--- config.mk ---
export PLATFORM = sky130hd
export DESIGN_NAME = merger_leaf_feeder
export DESIGN_NICKNAME = d
export VERILOG_FILES = /design/src/rtl/merger_pkg.sv /design/src/rtl/merger_lane_fifo.sv /design/src/rtl/merger_leaf_feeder.sv
export SDC_FILE = /design/constraint.sdc
export NUM_CORES = 1
export LEC_CHECK = 0
export CORE_UTILIZATION = 40
export CTS_CLUSTER_SIZE = 16
export DETAILED_ROUTE_END_ITERATION = 7
export GPL_TIMING_DRIVEN = 0
export SETUP_SLACK_MARGIN = 0.4
export SLEW_MARGIN = 20
export SYNTH_ARGS = -nofsm -noshare
export SYNTH_HDL_FRONTEND = slang
export SYNTH_SLANG_ARGS = --single-unit
--- constraint.sdc ---
create_clock -name i_clk -period 7.1 [get_ports i_clk]
set_input_delay 1.775 -clock i_clk [delete_from_list [all_inputs] [get_ports i_clk]]
set_output_delay 1.775 -clock i_clk [all_outputs]
set_load 0.01 [all_outputs]
--- src/rtl/merger_pkg.sv ---
// rtl/merger_pkg.sv - shared defaults, terminator record and feeder state type for the merger front end
//
// Exports:
//   MERGER_DATA_WIDTH  default record width
//   MERGER_KEY_WIDTH   default key field width (low bits of a record)
//   TERM_RECORD        all-zero record that closes a sorted run
//   feeder_state_t     lane feeder FSM states
package merger_pkg;

    localparam int MERGER_DATA_WIDTH = 128;
    localparam int MERGER_KEY_WIDTH  = 80;

    localparam logic [MERGER_DATA_WIDTH-1:0] TERM_RECORD = '0;

    typedef enum logic [1:0] {
        FILL_1 = 2'd0,
        TERM_1 = 2'd1,
        FILL_2 = 2'd2,
        TERM_2 = 2'd3
    } feeder_state_t;

endpackage

--- src/rtl/merger_lane_fifo.sv ---
// rtl/merger_lane_fifo.sv - show-ahead lane FIFO feeding one merger leaf input
//
// Ports:
//   i_clk, i_rst_n  clock, async active-low reset (clears pointers)
//   i_wr, i_wdata   enqueue request and record (ignored when full)
//   i_rd            pop head (ignored when empty)
//   o_rdata         head record, forced to 0 when empty
//   o_empty, o_full occupancy flags, both from registered pointers
//   o_rd_err        combinational pulse: read requested while empty
module merger_lane_fifo #(
    parameter int DATA_WIDTH = 128,
    parameter int DEPTH      = 4
) (
    input  logic                  i_clk,
    input  logic                  i_rst_n,
    input  logic                  i_wr,
    input  logic [DATA_WIDTH-1:0] i_wdata,
    input  logic                  i_rd,
    output logic [DATA_WIDTH-1:0] o_rdata,
    output logic                  o_empty,
    output logic                  o_full,
    output logic                  o_rd_err
);

    localparam int AW = $clog2(DEPTH);
    localparam int PW = AW + 1;

    logic [DATA_WIDTH-1:0] mem [DEPTH];
    logic [PW-1:0]         wptr;
    logic [PW-1:0]         rptr;
    logic                  do_wr;
    logic                  do_rd;

    // Extra pointer MSB tells a full ring from an empty one.
    assign o_empty  = (wptr == rptr);
    assign o_full   = (wptr[AW] != rptr[AW]) && (wptr[AW-1:0] == rptr[AW-1:0]);
    assign do_wr    = i_wr & ~o_full;
    assign do_rd    = i_rd & ~o_empty;
    assign o_rd_err = i_rd & o_empty;

    // Head is read straight from storage; no write-to-read bypass, so a new
    // record shows up the cycle after it is written.
    assign o_rdata  = o_empty ? '0 : mem[rptr[AW-1:0]];

    always_ff @(posedge i_clk or negedge i_rst_n) begin
        if (!i_rst_n) begin
            wptr <= '0;
            rptr <= '0;
        end else begin
            if (do_wr) wptr <= wptr + PW'(1);
            if (do_rd) rptr <= rptr + PW'(1);
        end
    end

    always_ff @(posedge i_clk) begin
        if (do_wr) mem[wptr[AW-1:0]] <= i_wdata;
    end

endmodule

--- src/rtl/merger_leaf_feeder.sv ---
// rtl/merger_leaf_feeder.sv - splits a run-sorted record stream into two terminated lanes for a 2-to-1 merger leaf
//
// Ports:
//   i_clk, i_rst_n                  clock, async active-low reset
//   i_data, i_valid, i_last, o_ready upstream record stream (accept = i_valid & o_ready)
//   o_fifo_1, o_fifo_1_empty, i_fifo_1_read  lane-1 show-ahead FIFO port
//   o_fifo_2, o_fifo_2_empty, i_fifo_2_read  lane-2 show-ahead FIFO port
//   o_err                           sticky: zero record dropped or lane read while empty
module merger_leaf_feeder
    import merger_pkg::*;
#(
    parameter int DATA_WIDTH = MERGER_DATA_WIDTH,
    parameter int KEY_WIDTH  = MERGER_KEY_WIDTH,
    parameter int RUN_LEN    = 16,
    parameter int DEPTH      = 4
) (
    input  logic                  i_clk,
    input  logic                  i_rst_n,
    input  logic [DATA_WIDTH-1:0] i_data,
    input  logic                  i_valid,
    input  logic                  i_last,
    output logic                  o_ready,
    output logic [DATA_WIDTH-1:0] o_fifo_1,
    output logic                  o_fifo_1_empty,
    input  logic                  i_fifo_1_read,
    output logic [DATA_WIDTH-1:0] o_fifo_2,
    output logic                  o_fifo_2_empty,
    input  logic                  i_fifo_2_read,
    output logic                  o_err
);

    localparam int CW = $clog2(RUN_LEN + 1);
    localparam logic [DATA_WIDTH-1:0] TERM = DATA_WIDTH'(TERM_RECORD);

    feeder_state_t         state;
    logic [CW-1:0]         run_cnt;
    logic                  last_pend;
    logic                  active;
    logic                  err;

    logic                  full_1;
    logic                  full_2;
    logic                  rd_err_1;
    logic                  rd_err_2;
    logic                  wr_1;
    logic                  wr_2;
    logic [DATA_WIDTH-1:0] wdata_1;
    logic [DATA_WIDTH-1:0] wdata_2;
    logic                  is_zero;
    logic                  accept;
    logic                  run_end;

    // Key and payload checked separately; together they cover the whole record.
    assign is_zero = (i_data[KEY_WIDTH-1:0] == '0) && (i_data[DATA_WIDTH-1:KEY_WIDTH] == '0);
    assign accept  = i_valid & o_ready;

    // Zero records are consumed without counting, so only real records can
    // complete a run; i_last closes it regardless.
    assign run_end = accept & (i_last | (~is_zero & (run_cnt == CW'(RUN_LEN - 1))));

    // active holds o_ready low through reset and the first cycle after it.
    always_comb begin
        o_ready = 1'b0;
        case (state)
            FILL_1:  o_ready = active & ~full_1;
            FILL_2:  o_ready = active & ~full_2;
            default: o_ready = 1'b0;
        endcase
    end

    always_comb begin
        wr_1    = 1'b0;
        wr_2    = 1'b0;
        wdata_1 = i_data;
        wdata_2 = i_data;
        case (state)
            FILL_1: wr_1 = accept & ~is_zero;
            FILL_2: wr_2 = accept & ~is_zero;
            TERM_1: begin
                wr_1    = ~full_1;
                wdata_1 = TERM;
            end
            TERM_2: begin
                wr_2    = ~full_2;
                wdata_2 = TERM;
            end
            default: ;
        endcase
    end

    always_ff @(posedge i_clk or negedge i_rst_n) begin
        if (!i_rst_n) begin
            state     <= FILL_1;
            run_cnt   <= '0;
            last_pend <= 1'b0;
            active    <= 1'b0;
            err       <= 1'b0;
        end else begin
            active <= 1'b1;
            err    <= err | (accept & is_zero) | rd_err_1 | rd_err_2;
            case (state)
                FILL_1: begin
                    if (run_end) begin
                        state     <= TERM_1;
                        run_cnt   <= '0;
                        last_pend <= i_last;
                    end else if (accept && !is_zero) begin
                        run_cnt <= run_cnt + CW'(1);
                    end
                end
                FILL_2: begin
                    if (run_end) begin
                        state   <= TERM_2;
                        run_cnt <= '0;
                    end else if (accept && !is_zero) begin
                        run_cnt <= run_cnt + CW'(1);
                    end
                end
                TERM_1: begin
                    // Stream ended in lane 1: give lane 2 a bare terminator so
                    // the merger sees both inputs close.
                    if (!full_1) state <= last_pend ? TERM_2 : FILL_2;
                end
                TERM_2: begin
                    if (!full_2) begin
                        state     <= FILL_1;
                        last_pend <= 1'b0;
                    end
                end
                default: state <= FILL_1;
            endcase
        end
    end

    assign o_err = err;

    merger_lane_fifo #(
        .DATA_WIDTH (DATA_WIDTH),
        .DEPTH      (DEPTH)
    ) u_lane_1 (
        .i_clk    (i_clk),
        .i_rst_n  (i_rst_n),
        .i_wr     (wr_1),
        .i_wdata  (wdata_1),
        .i_rd     (i_fifo_1_read),
        .o_rdata  (o_fifo_1),
        .o_empty  (o_fifo_1_empty),
        .o_full   (full_1),
        .o_rd_err (rd_err_1)
    );

    merger_lane_fifo #(
        .DATA_WIDTH (DATA_WIDTH),
        .DEPTH      (DEPTH)
    ) u_lane_2 (
        .i_clk    (i_clk),
        .i_rst_n  (i_rst_n),
        .i_wr     (wr_2),
        .i_wdata  (wdata_2),
        .i_rd     (i_fifo_2_read),
        .o_rdata  (o_fifo_2),
        .o_empty  (o_fifo_2_empty),
        .o_full   (full_2),
        .o_rd_err (rd_err_2)
    );

endmodule
==> out/results.tsv <==
stage	metric	value	unit
yosys	Main synth FF type	edfxtp_1	
yosys	post-synth top area share	73.3	%
grt	GRT Overall Usage	19.8	%
critical_path	crit path DAT	4240	ps
yosys	Syn Inst Count	2097	
detailed_routing	DR DRC count	0	
cells_and_area	non-filler cells, final	4117	
yosys	Post-synth ARST share	2.10	%
yosys	post-synthesis sequential area ratio	74.7	%
clocking	Clk pin slew, worst setup/hold paths	60	ps
clocking	hold_buf cts	0	
timing	Worst slew margin	30.1	%
clocking	CTS max path bufs	3	
floorplan	Starting Density	40.5	%
floorplan	DIE WIDTH	326	um
cells_and_area	Reg area	31300	sq um
detailed_routing	vias	21500	
placement	I/O Buffers	393	
floorplan	Core ar.	104000	sq um
yosys	EDFF count, synth	1024	
clocking	H-tree levels	3	
placement	Routability Congestion	0.769	
floorplan	IO Pins	394	
cells_and_area	most common cell after layout, fill and taps aside	edfxtp_1	
cells_and_area	most frequent cells in the layout	edfxtp_1, nor2b_1, clkdlybuf4s50_1	
cells_and_area	layout cell share with drive strength beyond 1	18.6	%
placement	DP Area	48600	sq um
floorplan	DIE AREA	106000	sq um
floorplan	Die Y	326	um
timing	Pins Over Slew Limit	0	
critical_path	WP data required	5330	ps
placement	Placed Cells incl. Taps	3914	
critical_path	WS Path Type	flip-flop to primary output	
run	Max-Cap Viols	0	
yosys	Netlist cell types	44	
yosys	ranking of synthesized cells by area	edfxtp_1, mux4_2, nor2b_1	
yosys	synthesis-stage register bit count	1046	
worst_hold_path	Hold WC Path Type	flip-flop to flip-flop	
clocking	Num CTS Buffers	107	
timing	Max Clock Freq	166	MHz
grt	number of global-route vias before repair	22700	
timing	setup violators final	0	
grt	antenna violations before repair	15	
power	Power Total	26000	uW
clocking	clock root buffer master	clkbuf_16	
grt	global route total overflow	0	
power	PwrDens	500	nW/um^2
detailed_routing	DR vias/cell	5.23	
timing	Layout Skew	20.3	ps
cells_and_area	synth-to-layout area growth	24.1	%
timing	number of hold violations in the final report	0	
cells_and_area	nets	2793	
detailed_routing	DR iter-0 viols	1512	
timing	WHS	492	ps
timing	Tcrit/Tclk final	84.7	%
yosys	mean cell area of the mapped netlist	20.0	sq um
clocking	clk sinks	1046	
critical_path	worst-path fanout max	10	
placement	hpwl dp	72.3	mm
cells_and_area	final core utilization	50.2	%
timing	RSZ-0062 raised after global routing	false	
timing	Slew @ Worst Pin	1040	ps
cells_and_area	number of fill cells in the layout	8522	
yosys	cell taking the most area after synthesis	edfxtp_1	
detailed_routing	total routed wirelength	104	mm
cells_and_area	Design Area, Final	52000	sq um
status	outcome	finished clean	
yosys	yosys warns	0	
cells_and_area	area of the multi-input gates	10100	sq um
power	VDD IR max	0.000253	V
yosys	syn_nets	2247	
timing	Final min period	6010	ps
yosys	Cell Area, Synth	41900	sq um
power	Lkg Pwr	0.0169	uW
grt	largest net degree at the start of global routing	74	
floorplan	Rows	118	
critical_path	CP endpoint kind	primary output	
detailed_routing	DRT Pass-1 Iters	5	
clocking	clk_lat worst skew	680	ps
critical_path	crit start category	flip-flop	
grt	first-pass GRT wire length	153	mm
clocking	Resize count post-CTS	0	
clocking	# Post-CTS Setup Buffers	0	
detailed_routing	Avg WL per Cell	25.4	um
detailed_routing	Post-DRT Antenna Nets	0	
clocking	CTS tree	yes	
## per-stage QoR
step           worst slack [ps]   TNS, ps
6_report                   1090         0
2_1_floorplan             -1470   -565200
3_5_place_dp                993         0
3_3_place_gp              -7850  -4935540
4_1_cts                     927         0
5_1_grt                     873         0
## state kept, by name, summed over array words and instances, names as in the netlist
register / count
u_lane_1.mem: 512
u_lane_2.mem: 512
run_cnt: 5
u_lane_1.rptr: 3
u_lane_1.wptr: 3
u_lane_2.rptr: 3
u_lane_2.wptr: 3
state: 2
active: 1
last_pend: 1
o_err: 1
## synthesized netlist by cell type (6+ instances only)
| library cell | instances |
|---|---|
| nand3_1 | 8 |
| buf_1 | 8 |
| clkbuf_1 | 82 |
| xnor2_1 | 8 |
| buf_2 | 25 |
| nor2_1 | 11 |
| nor4_1 | 32 |
| mux4_2 | 256 |
| inv_1 | 21 |
| o21ai_0 | 7 |
| dfrtp_1 | 22 |
| edfxtp_1 | 1024 |
| nand4_1 | 8 |
| nor2b_1 | 514 |
| xor2_1 | 6 |
| ha_1 | 16 |
## final timing paths
path / start / to / slack (ps) / cells after the start
worst max-delay path: u_lane_1.rptr[1]$_DFFE_PN0P_ / o_fifo_1[116] / 1090 / 7
worst min-delay path: o_err$_DFF_PN0_ / o_err$_DFF_PN0_ / 490 / 2
worst max register to register: state[1]$_DFFE_PN0P_ / u_lane_2.mem[3][68]$_DFFE_PP_ / 3450 / 6
worst min register to register: o_err$_DFF_PN0_ / o_err$_DFF_PN0_ / 490 / 2
max in group asynchronous: i_rst_n / run_cnt[2]$_DFFE_PN0P_ / 5650 / 1
min in group asynchronous: i_rst_n / o_err$_DFF_PN0_ / 1080 / 1
## report_power, final
group | switching, uW | internal, uW
logic | 5990 | 5380
registers | 326 | 8930
clock network | 2280 | 3120
## final cells by class
| class | count | share of cell area (%) |
|---|---|---|
| antenna | 6 | 0.0289 |
| buffer | 115 | 0.911 |
| clock buffer | 129 | 5.36 |
| clock inverter | 68 | 1.15 |
| inverter | 21 | 0.180 |
| multi-input combinational | 915 | 19.5 |
| sequential | 1046 | 60.1 |
| tap | 1380 | 3.32 |
| timing repair buffer | 437 | 9.42 |
## logic make-up after synthesis
family                     Yosys count  share of synthesized area, %
other                                1                       0.00894
and+or+nand+nor                    592                          8.79
xor gates and xnor gates            14                         0.292
muxes                              262                          13.9
AOI/OAI and AO/OA                   30                         0.570
adders and majority gates           16                         0.477
DFF                               1046                          74.7
buffers and inverters              136                          1.29
## worst max-delay path, stage by stage (launching register included)
cell,delay (ps)
dfrtp_1,480
xor2_1,230
nor3b_1,850
clkbuf_2,520
buf_16,210
clkbuf_1,490
nor2b_1,90
clkdlybuf4s50_1,670
## per-layer routing
layer  GRT usage, %  part of all wire [%]
met3           4.26                   6.3
met2           33.4                    51
met1           25.5                    41
met4           6.00                   2.5
met5              0                  0.12
Power figures use the tool's default switching activity.
